$ cat src/rtl/ppu_palette_cache.sv
// ppu_palette_cache: on a start pulse, reloads a cached copy of the PPU palette from VRAM.
// It streams one read per entry and captures each returning byte into a flat register array.
// Latency: start-to-done is NUM_ENTRIES + RD_LAT cycles. A start received while busy is dropped.
// No backpressure exists: the VRAM port must return data exactly RD_LAT cycles after each strobe.
// Optional feature macro: PPU_PALETTE_SNOOP_EN adds the CPU palette-write snoop path.
//
// Ports:
//   clk, rst          sole clock; synchronous active-high reset
//   start             one-cycle reload request (ignored while busy)
//   busy, done        load in progress; one-cycle pulse after the last entry is written
//   vram_addr/rd_en   fetch address and strobe (address rests at BASE_ADDR when idle)
//   vram_data_in      fetch data, valid RD_LAT cycles after the strobe
//   snoop_*           CPU palette-write observation port (used only with the macro)
//   palette_flat      entry i is at bits [i*ENTRY_W +: ENTRY_W], straight from flops
module ppu_palette_cache #(
  parameter int          NUM_ENTRIES     = 32,
  parameter int          ENTRY_W         = 8,
  parameter logic [15:0] BASE_ADDR       = 16'h3F00,
  parameter int          RD_LAT          = 1,
  parameter int          BACKDROP_MIRROR = 1
) (
  input  logic                           clk,
  input  logic                           rst,
  input  logic                           start,
  output logic                           busy,
  output logic                           done,
  output logic [15:0]                    vram_addr,
  output logic                           vram_rd_en,
  input  logic [7:0]                     vram_data_in,
  input  logic                           snoop_we,
  input  logic [15:0]                    snoop_addr,
  input  logic [7:0]                     snoop_data,
  output logic [NUM_ENTRIES*ENTRY_W-1:0] palette_flat
);

  localparam int IDX_W = $clog2(NUM_ENTRIES);
  localparam int CNT_W = IDX_W + 1;
  localparam int PAL_W = NUM_ENTRIES * ENTRY_W;

  typedef enum logic [1:0] {
    IDLE  = 2'd0,
    ISSUE = 2'd1,
    DRAIN = 2'd2
  } state_e;

  state_e             state_q, state_d;
  logic               busy_q, busy_d;
  logic               done_q, done_d;
  logic               rd_en_q, rd_en_d;
  logic [15:0]        addr_q, addr_d;
  logic [CNT_W-1:0]   issue_cnt_q, issue_cnt_d;
  logic [CNT_W-1:0]   cap_cnt_q, cap_cnt_d;
  logic [RD_LAT-1:0]  vld_q, vld_d;
  logic [PAL_W-1:0]   pal_q, pal_d;

  logic               capture;

  // Entries with index[1:0]==0 all alias the universal backdrop colour at BASE_ADDR.
  function automatic logic [15:0] fetch_addr(input logic [CNT_W-1:0] k);
    if (BACKDROP_MIRROR == 1 && k[1:0] == 2'b00) begin
      return BASE_ADDR;
    end
    return BASE_ADDR + 16'(k);
  endfunction

  // The head of the valid pipe marks the cycle in which vram_data_in belongs
  // to the entry currently pointed to by the capture counter.
  assign capture = vld_q[RD_LAT-1];

`ifdef PPU_PALETTE_SNOOP_EN
  logic [15:0] snoop_off;
  logic        snoop_hit;
  logic        snoop_bcast;

  assign snoop_off   = snoop_addr - BASE_ADDR;
  // The lower bound is checked explicitly so that addresses below BASE_ADDR,
  // which wrap to large offsets, can never alias onto a low entry.
  assign snoop_hit   = snoop_we && (snoop_addr >= BASE_ADDR) &&
                       (snoop_off < 16'(NUM_ENTRIES));
  assign snoop_bcast = (BACKDROP_MIRROR == 1) && (snoop_off[1:0] == 2'b00);
`else
  // The snoop port has no function in this build; this sink keeps the port list stable.
  logic unused_snoop;
  assign unused_snoop = ^{snoop_we, snoop_addr, snoop_data};
`endif

  always_comb begin
    state_d     = state_q;
    busy_d      = busy_q;
    done_d      = 1'b0;
    rd_en_d     = rd_en_q;
    addr_d      = addr_q;
    issue_cnt_d = issue_cnt_q;
    cap_cnt_d   = cap_cnt_q;
    pal_d       = pal_q;

    // The strobe history shifts one stage per cycle.
    vld_d[0] = rd_en_q;
    for (int i = 1; i < RD_LAT; i++) begin
      vld_d[i] = vld_q[i-1];
    end

    if (capture) begin
      for (int i = 0; i < NUM_ENTRIES; i++) begin
        if (cap_cnt_q[IDX_W-1:0] == i[IDX_W-1:0]) begin
          pal_d[i*ENTRY_W +: ENTRY_W] = vram_data_in[ENTRY_W-1:0];
        end
      end
      cap_cnt_d = cap_cnt_q + CNT_W'(1);
      if (cap_cnt_q == CNT_W'(NUM_ENTRIES - 1)) begin
        done_d = 1'b1;
      end
    end

    case (state_q)
      IDLE: begin
        rd_en_d = 1'b0;
        addr_d  = BASE_ADDR;
        if (start) begin
          // Entry 0 is issued on the accepting edge, so the counters restart
          // at "one issued, none captured".
          state_d     = ISSUE;
          busy_d      = 1'b1;
          rd_en_d     = 1'b1;
          addr_d      = fetch_addr('0);
          issue_cnt_d = CNT_W'(1);
          cap_cnt_d   = '0;
        end
      end
      ISSUE: begin
        if (issue_cnt_q == CNT_W'(NUM_ENTRIES)) begin
          state_d = DRAIN;
          rd_en_d = 1'b0;
          addr_d  = BASE_ADDR;
        end else begin
          rd_en_d     = 1'b1;
          addr_d      = fetch_addr(issue_cnt_q);
          issue_cnt_d = issue_cnt_q + CNT_W'(1);
        end
      end
      DRAIN: begin
        // The final capture always falls in DRAIN. busy stays high through
        // the done cycle and drops one cycle later.
        if (done_q) begin
          state_d = IDLE;
          busy_d  = 1'b0;
        end
      end
      default: begin
        state_d     = IDLE;
        busy_d      = 1'b0;
        done_d      = 1'b0;
        rd_en_d     = 1'b0;
        addr_d      = BASE_ADDR;
        issue_cnt_d = '0;
        cap_cnt_d   = '0;
        vld_d       = '0;
        pal_d       = '0;
      end
    endcase

`ifdef PPU_PALETTE_SNOOP_EN
    // This block runs last, so a CPU write overrides a capture to the same entry on the same edge.
    if (snoop_hit) begin
      for (int i = 0; i < NUM_ENTRIES; i++) begin
        if (snoop_bcast ? (i[1:0] == 2'b00)
                        : (snoop_off[IDX_W-1:0] == i[IDX_W-1:0])) begin
          pal_d[i*ENTRY_W +: ENTRY_W] = snoop_data[ENTRY_W-1:0];
        end
      end
    end
`endif
  end

  always_ff @(posedge clk) begin
    if (rst) begin
      state_q     <= IDLE;
      busy_q      <= 1'b0;
      done_q      <= 1'b0;
      rd_en_q     <= 1'b0;
      addr_q      <= BASE_ADDR;
      issue_cnt_q <= '0;
      cap_cnt_q   <= '0;
      vld_q       <= '0;
      pal_q       <= '0;
    end else begin
      state_q     <= state_d;
      busy_q      <= busy_d;
      done_q      <= done_d;
      rd_en_q     <= rd_en_d;
      addr_q      <= addr_d;
      issue_cnt_q <= issue_cnt_d;
      cap_cnt_q   <= cap_cnt_d;
      vld_q       <= vld_d;
      pal_q       <= pal_d;
    end
  end

  assign busy         = busy_q;
  assign done         = done_q;
  assign vram_rd_en   = rd_en_q;
  assign vram_addr    = addr_q;
  assign palette_flat = pal_q;

endmodule

$ cat config.mk
export PLATFORM = sky130hd
export DESIGN_NAME = ppu_palette_cache
export DESIGN_NICKNAME = d
export VERILOG_FILES = /design/src/rtl/ppu_palette_cache.sv
export SDC_FILE = /design/constraint.sdc
export NUM_CORES = 1
export LEC_CHECK = 0
export CAP_MARGIN = 20
export CELL_PAD_IN_SITES_DETAIL_PLACEMENT = 1
export CELL_PAD_IN_SITES_GLOBAL_PLACEMENT = 1
export CORE_MARGIN = 5
export CORE_UTILIZATION = 32
export CTS_BUF_LIST = sky130_fd_sc_hd__clkbuf_8 sky130_fd_sc_hd__clkbuf_16
export CTS_CLUSTER_SIZE = 24
export DETAILED_ROUTE_END_ITERATION = 10
export GPL_ROUTABILITY_DRIVEN = 0
export PLACE_DENSITY = 0.71
export SYNTH_ARGS = -nofsm -noshare
export SYNTH_HDL_FRONTEND = slang
export SYNTH_SLANG_ARGS = --single-unit
$ cat constraint.sdc
create_clock -name clk -period 2.15 [get_ports clk]
set_input_delay 0.645 -clock clk [delete_from_list [all_inputs] [get_ports clk]]
set_output_delay 0.645 -clock clk [all_outputs]
set_load 0.02 [all_outputs]
# Word-level counts from Yosys, hierarchy flattened
# Index checks and enable logic that the tools add are counted.
# totals
regBits	290
latch_bits	0
ramBits	0
rom_bits	0
input_bits	36
output_inout_bits	275
wordCells	152
mem_count	0
# op_classes
addsub	3
n_mul	0
div_mod_pow	0
order_cmp	0
n_eq_ne	39
n_shift	0
muxes	24
bitwise	4
n_reduce_logical	42
# op_table
cell	count
equality test 5 bit, second input constant	16
AND reduction 2 bit	32
2-to-1 mux 16 bit	3
equality test 5 x 4 -> 1 bit, second input constant	8
one-hot mux 16 bit (2 select lines)	1
2-to-1 mux 6 bit	4
equality test 5 x 3 -> 1 bit, second input constant	4
one-hot mux 6 bit (3 select lines)	1
adder 14 x 6 -> 15 bit, first input constant	1
adder 6 x 1 -> 6 bit, second input constant	2
one-hot mux 6 bit (2 select lines)	1
equality test 5 x 2 -> 1 bit, second input constant	2
AND reduction 3 bit	3
2-to-1 mux 1 bit	8
!= test 2 bit, second input constant	4
equality test 6 x 5 -> 1 bit, second input constant	1
equality test 6 bit, second input constant	1
2-to-1 mux 2 bit	3
one-hot mux 1 bit (3 select lines)	2
one-hot mux 2 bit (3 select lines)	1
OR reduction 3 bit	2
equality test 5 x 1 -> 1 bit, second input constant	1
logical NOT 5 bit	1
logical NOT 2 bit	2
4 further kinds	8

# Depth between registers and ports, before layout
# depth
ltp_word	7
ltp_mapped	7
ltp_nobuf	6

# Worst setup path after synthesis
# Ideal clock, no wire load.
# synth_path
path_kind	in2reg
start	input rst
end	register pal_q[112], in the netlist palette_flat[112]
setup_time_ns	0.128
t_arrival_ns	1.682
required_time_ns	2.022
path_slack_ns	0.340
cell_stages	6
n_path_buf	4
cell_sequence	buf_2 or2_2 clkbuf_1 clkbuf_1 buf_1 nor2_1
# synth_via
elab_chain_len	1
# synth_rtl
item	line_no	source
start: declaration	23	input logic rst,
OR reduction 2 bit (no line)	--	
end signal: assignment	195	pal_q <= pal_d;
end: declaration	54	logic [PAL_W-1:0] pal_q, pal_d;
# Every way passes these cells.
# A chain may end at the register's enable or synchronous reset.

# Worst setup path in the final report
# layout_path
start	register pal_q[59], in the netlist palette_flat[59]
end	output palette_flat[59]
# layout_lines
item	line_no	source
end: declaration	33	output logic [NUM_ENTRIES*ENTRY_W-1:0] palette_flat
# No word-level cell between the ends.

==> results.json <==
{
  "status": "finished, final reports clean",
  "vias": 8441,
  "worst_hold_slack_ps": 454.3,
  "holdCritStartpoint": "palette_flat[252]$_SDFFE_PP0P_",
  "io_buffer_count": 275,
  "h-tree-depth": 2,
  "final-hold-violation-count": 0,
  "start_kind": "register",
  "cts_tree": "built",
  "fmax_ghz": 0.4730,
  "path_cells": "clkdlybuf4s50_1",
  "clock_latency_ps": 510,
  "hp-class": "register to register",
  "grt_remaining_overflow": 0,
  "post-cts-setup-buffer-count": 0,
  "final_common_cell": "dfxtp_1",
  "regToRegSetupSlack_ps": 200,
  "syn_inst": 1048,
  "grt_max_degree": 34,
  "setup-violations-final": 0,
  "cp_max_fo": 2,
  "reg2reg_depth": 6,
  "antenna_left": 0,
  "finalNonFillerCells": 1812,
  "path_clk_slew_ps": 60,
  "firstDrtPassIters": 4,
  "worstSetupPathDepth": 1,
  "cts_root_buf": "clkbuf_16",
  "synth_area_per_cell_um2": 10.04,
  "dieHeight_um": 191.3,
  "grt_pass1_vias": 8882,
  "grt_pass1_wl_um": 53730,
  "wl_per_cell_um": 19.56,
  "powerDensity_nw_per_um2": 734.0,
  "power.share.clock_pct": 47.9,
  "core_area_um2": 32450,
  "dieArea_um2": 36590,
  "min_to": "palette_flat[252]$_SDFFE_PP0P_",
  "end_kind": "primary output",
  "swShare_pct": 23.57,
  "critPathKind": "register to primary output",
  "die_x_um": 191.3,
  "power.internal_w": 0.008654,
  "yosysWarningCount": 0,
  "leakage_nw": 8.023,
  "arrival_ps": 1470,
  "drc": 0,
  "required_ps": 1500,
  "synth_area_um2": 10520,
  "critical_path_buf_inv_count": 1,
  "max_cap_violations": 0,
  "p_comb_share_pct": 5.7,
  "critical_path.top_delay_family": "buffers and inverters",
  "placed_cells": 1753,
  "finalNetCount": 1395,
  "dpl.hpwl_um": 24270,
  "grtUsageTotal_pct": 18.83,
  "seqPwrFrac_pct": 46.4,
  "ys_seq_area_share_pct": 53.30,
  "wl_um": 35440,
  "antenna_found_initial": 1,
  "crit_path_top_delay_cell": "clkdlybuf4s50_1",
  "synth_edf_count": 0,
  "clockBufferDepth": 3,
  "cts_hold_buffers": 0,
  "routed_via_density": 4.658,
  "io_pins": 311,
  "cts_buffers": 34,
  "p_sw_w": 0.002668,
  "first_iter_violations": 246,
  "worst_clock_skew_ps": 21.59,
  "slowest_delay_ps": 640,
  "synthArstFlopShare_pct": 0,
  "dominantRegCellSynth": "dfxtp_1",
  "diodes": 0,
  "slew-limit-headroom_pct": 53.24,
  "maxSlewViolCount": 0,
  "layout_common_cells": "280 x dfxtp_1, 253 x nor2_1, 242 x mux2i_1, 110 x dlymetal6s2s_1, 96 x clkdlybuf4s50_1",
  "fin_crit_sh_pct": 98.33,
  "drive_gt1_share_pct": 11.82,
  "min_path_cells": 2,
  "syn_to_final_growth_pct": 46.64,
  "rr_startpoint": "cap_cnt_q[0]$_SDFF_PP0_",
  "min_period_ps": 2114,
  "timing.rr.end": "palette_flat[129]$_SDFFE_PP0P_",
  "std_cell_rows": 66,
  "worst_pin_slew_ps": 701.5,
  "cts.sinks": 280,
  "synth_cell_types": 41,
  "initial_core_util_pct": 32.41,
  "yosys_register_bits": 280,
  "peakVddDrop_mv": 0.6107
}
==> worst min-delay path, stage by stage (launching register included) <==
cell,delay (ps)
dfxtp_1,310
nand2_1,50
a21oi_1,50
==> sequential cells by signal, indices dropped and copies added, names as in the netlist <==
signal        count
capture           1
state_q           2
busy              1
vram_rd_en        1
issue_cnt_q       6
done              1
cap_cnt_q         6
vram_addr         6
palette_flat    256
==> area by class of cell <==
| type | count | area, µm² |
|---|---|---|
| repair buffers | 341 | 3632 |
| clock buffers | 42 | 972.2 |
| well taps | 442 | 553.0 |
| clock inverters | 17 | 95.09 |
| fillers | 3572 | 17030 |
| flip-flops and latches | 280 | 5605 |
| multi-input cells | 682 | 4536 |
| inverters | 8 | 30.03 |
==> synth_stat cells (all sizes together), types with 3 or more instances <==
cell,number,share of area [%]
a21oi,24,1.1
nand3b,10,0.83
or2,3,0.18
buf,25,1.4
ha,12,1.4
nor2,275,10
xnor2,4,0.33
nor2b,3,0.18
nand2b,3,0.18
nand4,3,0.18
a211oi,3,0.21
nand3,23,1.2
nand2,32,1.2
xor2,3,0.25
nor3,7,0.44
inv,8,0.29
mux2i,242,23
dfxtp,280,53
clkbuf,61,2.2
or3,8,0.48
==> stage by stage <==
stage / TNS (ps) / setup slack, ps / cell area [µm²] / power (W) / util [%]
after floorplan: 0 / 340.4 / 10550 / 0.005724 / -
after global placement: 0 / 5.745 / 14160 / 0.006017 / 43.62
after detailed placement: -34.35 / -34.35 / 14160 / 0.006027 / 43.62
after CTS: 0 / 0.3330 / 15150 / 0.01152 / 46.68
after global routing: -9.621 / -8.858 / 15420 / 0.01181 / 47.52
final: 0 / 35.89 / 15420 / 0.01132 / 47.52
==> logic make-up after synthesis <==
kind of cell               after synthesis  synth area share (%)
AOI/OAI and AO/OA                       35                 1.891
xor gates and xnor gates                 7                0.5829
adders and majority gates               12                 1.428
buffers and inverters                   94                 3.890
DFF                                    280                 53.30
muxes                                  242                 23.03
other                                    2               0.07140
and+or+nand+nor                        376                 15.81
==> power groups by stage <==
stage / sequential (W) / clock [W] / combinational [W]
floorplan: 0.00538 / 0 / 0.000340
global placement: 0.00537 / 0 / 0.000648
detailed placement: 0.00537 / 0 / 0.000657
CTS: 0.00526 / 0.00561 / 0.000653
global route: 0.00526 / 0.00585 / 0.000697
finish: 0.00525 / 0.00542 / 0.000642
==> layer usage <==
layer | vias to the layer above | wire, µm | global-route usage, %
li1 | 4056 | - | -
met1 | 4125 | 14510 | 22.66
met2 | 203 | 17150 | 32.10
met3 | 55 | 2751 | 6.318
met4 | 2 | 1013 | 5.331
met5 | - | 13 | 0
==> how the worst max path moves through the flow <==
stage,startpoint,to,slack (ps)
after floorplan,rst,palette_flat[112]$_SDFFE_PP0P_,340
after global placement,start,issue_cnt_q[2]$_SDFFE_PP0P_,6
after detailed placement,start,issue_cnt_q[2]$_SDFFE_PP0P_,-30
after CTS,palette_flat[234]$_SDFFE_PP0P_,palette_flat[234],0.3
after global routing,palette_flat[140]$_SDFFE_PP0P_,palette_flat[140],-9
final,palette_flat[59]$_SDFFE_PP0P_,palette_flat[59],40
==> what timing repair did <==
item,4_1_cts,5_1_grt
cloned,0,0
setup endpoints to repair,61,110
gates resized for setup,61,110
(Power assumes the default switching activity.)
